### src/rtl/count_display.sv
// Filters a 4-bit count from an asynchronous ripple counter and scans it onto a two-digit display.
// Define COUNT_DISPLAY_LZB_EN to blank the tens digit while the count is below 10.
module count_display #(
    parameter int unsigned REFRESH_DIV = 16
) (
    input  logic       sysclk,
    input  logic       reset,
    input  logic       Q1,
    input  logic       Q2,
    input  logic       Q3,
    input  logic       Q4,
    output logic [6:0] seg,
    output logic [1:0] an,
    output logic       upd
);

    localparam logic [15:0] RefreshMax = 16'(REFRESH_DIV - 1);

    typedef enum logic {
        StOnes,
        StTens
    } scan_e;

    logic [3:0]  q_raw;
    logic [3:0]  sync1;
    logic [3:0]  sync2;
    logic [3:0]  sync2_d;
    logic [3:0]  held;
    logic        load;
    logic [15:0] refresh_cnt;
    logic        refresh_wrap;
    scan_e       state_q;
    scan_e       state_d;
    logic [3:0]  ones_dig;
    logic        tens_dig;

    assign q_raw = {Q4, Q3, Q2, Q1};

    // Accept only a value seen on two consecutive synchronized samples, so one-cycle
    // ripple-through states never reach the display.
    assign load = (sync2 == sync2_d) && (sync2 != held);

    always_ff @(posedge sysclk or negedge reset) begin
        if (!reset) begin
            sync1   <= 4'd0;
            sync2   <= 4'd0;
            sync2_d <= 4'd0;
            held    <= 4'd0;
            upd     <= 1'b0;
        end else begin
            sync1   <= q_raw;
            sync2   <= sync1;
            sync2_d <= sync2;
            upd     <= load;
            if (load) begin
                held <= sync2;
            end
        end
    end

    assign refresh_wrap = (refresh_cnt == RefreshMax);

    always_ff @(posedge sysclk or negedge reset) begin
        if (!reset) begin
            refresh_cnt <= 16'd0;
            state_q     <= StOnes;
        end else begin
            refresh_cnt <= refresh_wrap ? 16'd0 : refresh_cnt + 16'd1;
            state_q     <= state_d;
        end
    end

    assign tens_dig = (held >= 4'd10);
    assign ones_dig = tens_dig ? (held - 4'd10) : held;

    function automatic logic [6:0] seg_pattern(input logic [3:0] d);
        logic [6:0] p;
        case (d)
            4'd0:    p = 7'b0111111;
            4'd1:    p = 7'b0000110;
            4'd2:    p = 7'b1011011;
            4'd3:    p = 7'b1001111;
            4'd4:    p = 7'b1100110;
            4'd5:    p = 7'b1101101;
            4'd6:    p = 7'b1111101;
            4'd7:    p = 7'b0000111;
            4'd8:    p = 7'b1111111;
            4'd9:    p = 7'b1101111;
            default: p = 7'b0000000;
        endcase
        return p;
    endfunction

    always_comb begin
        state_d = state_q;
        an      = 2'b10;
        seg     = seg_pattern(ones_dig);
        if (refresh_wrap) begin
            state_d = (state_q == StOnes) ? StTens : StOnes;
        end
        case (state_q)
            StOnes: begin
                an  = 2'b10;
                seg = seg_pattern(ones_dig);
            end
            StTens: begin
                an = 2'b01;
`ifdef COUNT_DISPLAY_LZB_EN
                seg = tens_dig ? seg_pattern(4'd1) : 7'b0000000;
`else
                seg = seg_pattern({3'b000, tens_dig});
`endif
            end
            default: begin
                an  = 2'b10;
                seg = seg_pattern(ones_dig);
            end
        endcase
    end

endmodule
### config.mk
export PLATFORM = sky130hd
export DESIGN_NAME = count_display
export DESIGN_NICKNAME = d
export VERILOG_FILES = /design/src/rtl/count_display.sv
export SDC_FILE = /design/constraint.sdc
export NUM_CORES = 1
export LEC_CHECK = 0
export ABC_CLOCK_PERIOD_IN_PS = 4500
export CORE_AREA = 2 2 67 69
export DETAILED_ROUTE_END_ITERATION = 12
export DIE_AREA = 0 0 69 71
export SYNTH_ARGS = -nofsm -noshare
export SYNTH_HDL_FRONTEND = slang
export SYNTH_SLANG_ARGS = --single-unit
### constraint.sdc
create_clock -name sysclk -period 4.5 [get_ports sysclk]
set_input_delay 0.45 -clock sysclk [delete_from_list [all_inputs] [get_ports sysclk]]
set_output_delay 0.45 -clock sysclk [all_outputs]
set_load 0.02 [all_outputs]
==> metrics.md <==
| Metric | Value |
|---|---|
| Synthesis-to-finish area growth | 17.18% |
| Initial Util | 0.4262 |
| Hold EP | sync2[1] |
| Top layer reached by signal wires | met4 |
| Vias per cell | 5.418 |
| Share of cells above drive strength 1 | 0.1070 |
| Yosys reg bits | 34 |
| H-tree Lvls | 2 |
| Final #Nets | 197 |
| Slew Viols, Final | 0 |
| Setup CP Type | flip-flop to output pin |
| Buffers on Ports | 15 |
| Comb power frac | 0.384 |
| Leakage power | 0.8991 nW |
| Initial antenna violation count | 0 |
| Routed Antenna Nets | 0 |
| Pint | 0.0007636 W |
| Post-Syn Area | 1792 sq um |
| Clock sink count | 34 |
| Max-cap violation count | 0 |
| Worst skew pair latency | 0.29 ns |
| Vias after detailed routing | 1295 |
| PD cells | 568.3 nW/um^2 |
| HP Class | flip-flop to flip-flop |
| CTS buffer count | 5 |
| Total GRT Usage | 0.1512 |
| Hold Vio Cnt, Final | 0 |
| FF-to-FF End | held[1] |
| First-pass GRT wire length | 5934 microns |
| R2R cell count | 3 |
| Synth top area cells | dfrtp_1 (47%), xnor2_1 (8.8%), ha_1 (3.5%) |
| Async SR Flop Fraction | 1.000 |
| Tot Pwr | 0.001193 W |
| CTS Hold Bufs | 0 |
| Yosys top cell area share | 0.4749 |
| Post-CTS sizing | 0 |
| Clock network fraction of total power | 0.280 |
| Synth Instances | 173 |
| IO Pins | 16 |
| Total overflow reported by the global router | 0 |
| Clock skew | 0.008692 ns |
| EDFF count, synth | 0 |
| Post-CTS Setup Inserts | 0 |
| Die ar. | 4899 sq um |
| Unrepaired setup endpoints after global routing | false |
| Sequential cell area | 850.8 sq um |
| Crit end category | output pin |
| Net switching power | 0.0004296 W |
| Arrival @ worst endpoint | 2.95 ns |
| Unique masters post-synth | 41 |
| Slew at the pin closest to its max-slew limit | 0.7239 ns |
| Largest net degree at the start of global routing | 35 |
| CP Cell Sequence | o21ai_0 -> ha_1 -> inv_1 -> o21ai_0 -> a21boi_0 -> o21ai_0 -> clkdlybuf4s50_1 |
| Multi-input logic area | 858.3 sq um |
| Die Y | 71 microns |
| Ant diodes | 0 |
| Most used cell, CP | o21ai_0 |
| Die width | 69 microns |
| Fillers | 391 |
| Core area | 4204 sq um |
| Clk Tree Root Cell | clkbuf_8 |
| Reg2Reg Setup Slack | 2.71 ns |
| Critical-path maximum fanout | 23 |
| Dpl hpwl | 2274 microns |
| F_max | 294.5 MHz |
| Cell row count | 24 |
| Hold depth | 0 |
| Metal1 wirelength | 1445 microns |
| Setup TNS | 0 ns |
| Reg clk slew, reported paths | 0.07 ns |
| Met3 wire length | 147 microns |
| DRC | 0 |
| Post-Route WL | 3215 microns |
| Sw frac | 0.3600 |
| Syn avg cell area | 10.36 sq um |
| Clk buf depth | 2 |
| Number of global-route vias before repair | 1297 |
| DRT Pass-1 Iters | 4 |
| Startpoint class of the critical path | flip-flop |
| Gpl congestion | 0.8172 |
| Reg power frac | 0.337 |
| Worst EP required | 4.05 ns |
| Endpoints failing setup | 0 |
| Synthesized Nets | 184 |
| Hold path start | sync1[1] |
| Final period util | 0.7546 |
| Max incr delay on CP | 0.82 ns |
| Synth Flop Type | dfrtp_1 |
| CTS tree | yes |
| Yosys top cell by area | dfrtp_1 |
| WL met2 | 1559 microns |
| Max-Slew Margin vs Limit | 0.5174 |
| Wire per inst | 13.45 microns |
| Register area share after synthesis | 0.4749 |
| Fin crit period | 3.396 ns |
| Crit-path slowest cell | dfrtp_1 |
| Yosys synthesis warning count | 0 |
| Initial DRC Count | 104 |
| R2R Path Start | held[3] |
| Peak supply drop | 0.2721 mV |
| Outcome | finished clean |
placed cells by master, fill, tap and decap left out, types with 6 or more instances in the layout:
master,instances
clkdlybuf4s50_1,15
dfrtp_1,34
inv_1,8
nand2_1,6
nand3_1,9
nor2_1,16
o21ai_0,9
xnor2_1,18
xor2_1,6
kinds of logic after synthesis:
group	share of synthesized area
and+or+nand+nor	0.1571
DFF	0.4749
AOI/OAI and AO/OA	0.1243
xor gates and xnor gates	0.1173
buffers and inverters	0.04609
muxes	0.04539
adders and majority gates	0.03492
Yosys cell counts (2+ instances only):
| library cell | number |
|---|---|
| xor2_1 | 6 |
| nand4_1 | 3 |
| ha_1 | 5 |
| nor2b_1 | 3 |
| nand3_1 | 9 |
| clkbuf_1 | 2 |
| nor4_1 | 3 |
| nand2_1 | 6 |
| a31oi_1 | 2 |
| o21ai_0 | 9 |
| a21o_1 | 3 |
| buf_4 | 2 |
| and3_1 | 2 |
| a32oi_1 | 2 |
| and4_1 | 2 |
| xnor2_1 | 18 |
| a21oi_1 | 5 |
| mux2_2 | 5 |
| buf_2 | 6 |
| nor2_1 | 16 |
| inv_1 | 8 |
| nor3_1 | 4 |
| dfrtp_1 | 34 |
worst max-delay path: cells and delay by family (launching register included):
family          cells  cell delay (ns)
flops               1             0.82
compound gates      4             0.77
buf+inv             2             0.68
fa+ha+maj           1             0.39
flip-flops by register name, summed over array words and instances (netlist names):
signal       cells
refresh_cnt     16
held             4
sync1            4
sync2            4
sync2_d          4
state_q          1
upd              1
worst max-delay path by stage:
stage                     slack (ns)  endpoint  startpoint
after floorplan                 1.97    seg[0]     held[2]
after CTS                       1.09    seg[1]     held[3]
final                           1.10    seg[1]     held[3]
after global placement          1.53    seg[1]     held[3]
after detailed placement        1.43    seg[1]     held[3]
after global routing            0.77    seg[1]     held[3]
area by class of cell:
type,instances,area share
flip-flops and latches,34,0.4052
clock inverters,3,0.03278
inverters,8,0.01430
repair buffers,16,0.07509
multi-input cells,121,0.4088
clock buffers,5,0.03278
well taps,52,0.03099
through the flow:
stage | instance area (sq um) | instances | hold slack (ns) | utilization | setup WS (ns)
floorplan | 1792 | 173 | 0.1544 | - | 1.972
global placement | 1962 | 231 | 0.3321 | 0.4667 | 1.529
detailed placement | 1962 | 231 | 0.3364 | 0.4667 | 1.429
CTS | 2100 | 239 | 0.3530 | 0.4994 | 1.095
global route | 2100 | 239 | 0.3625 | 0.4994 | 0.7666
finish | 2100 | 239 | 0.3498 | 0.4994 | 1.104
power groups by stage:
stage | Combinational (W) | Clock (W) | Sequential (W)
2_1_floorplan | 0.000395 | 0 | 0.000355
3_3_place_gp | 0.000439 | 0 | 0.000405
3_5_place_dp | 0.000456 | 0 | 0.000408
4_1_cts | 0.000457 | 0.000343 | 0.000401
5_1_grt | 0.000507 | 0.000365 | 0.000413
6_report | 0.000458 | 0.000334 | 0.000402
metal layers:
metal / vias to the layer above / track usage
li1: 624 / -
met3: 6 / 0.04843
met5: - / 0
met2: 31 / 0.2447
met4: 0 / 0.06754
met1: 634 / 0.1861
Note: power is estimated with default switching activity, not from simulation.
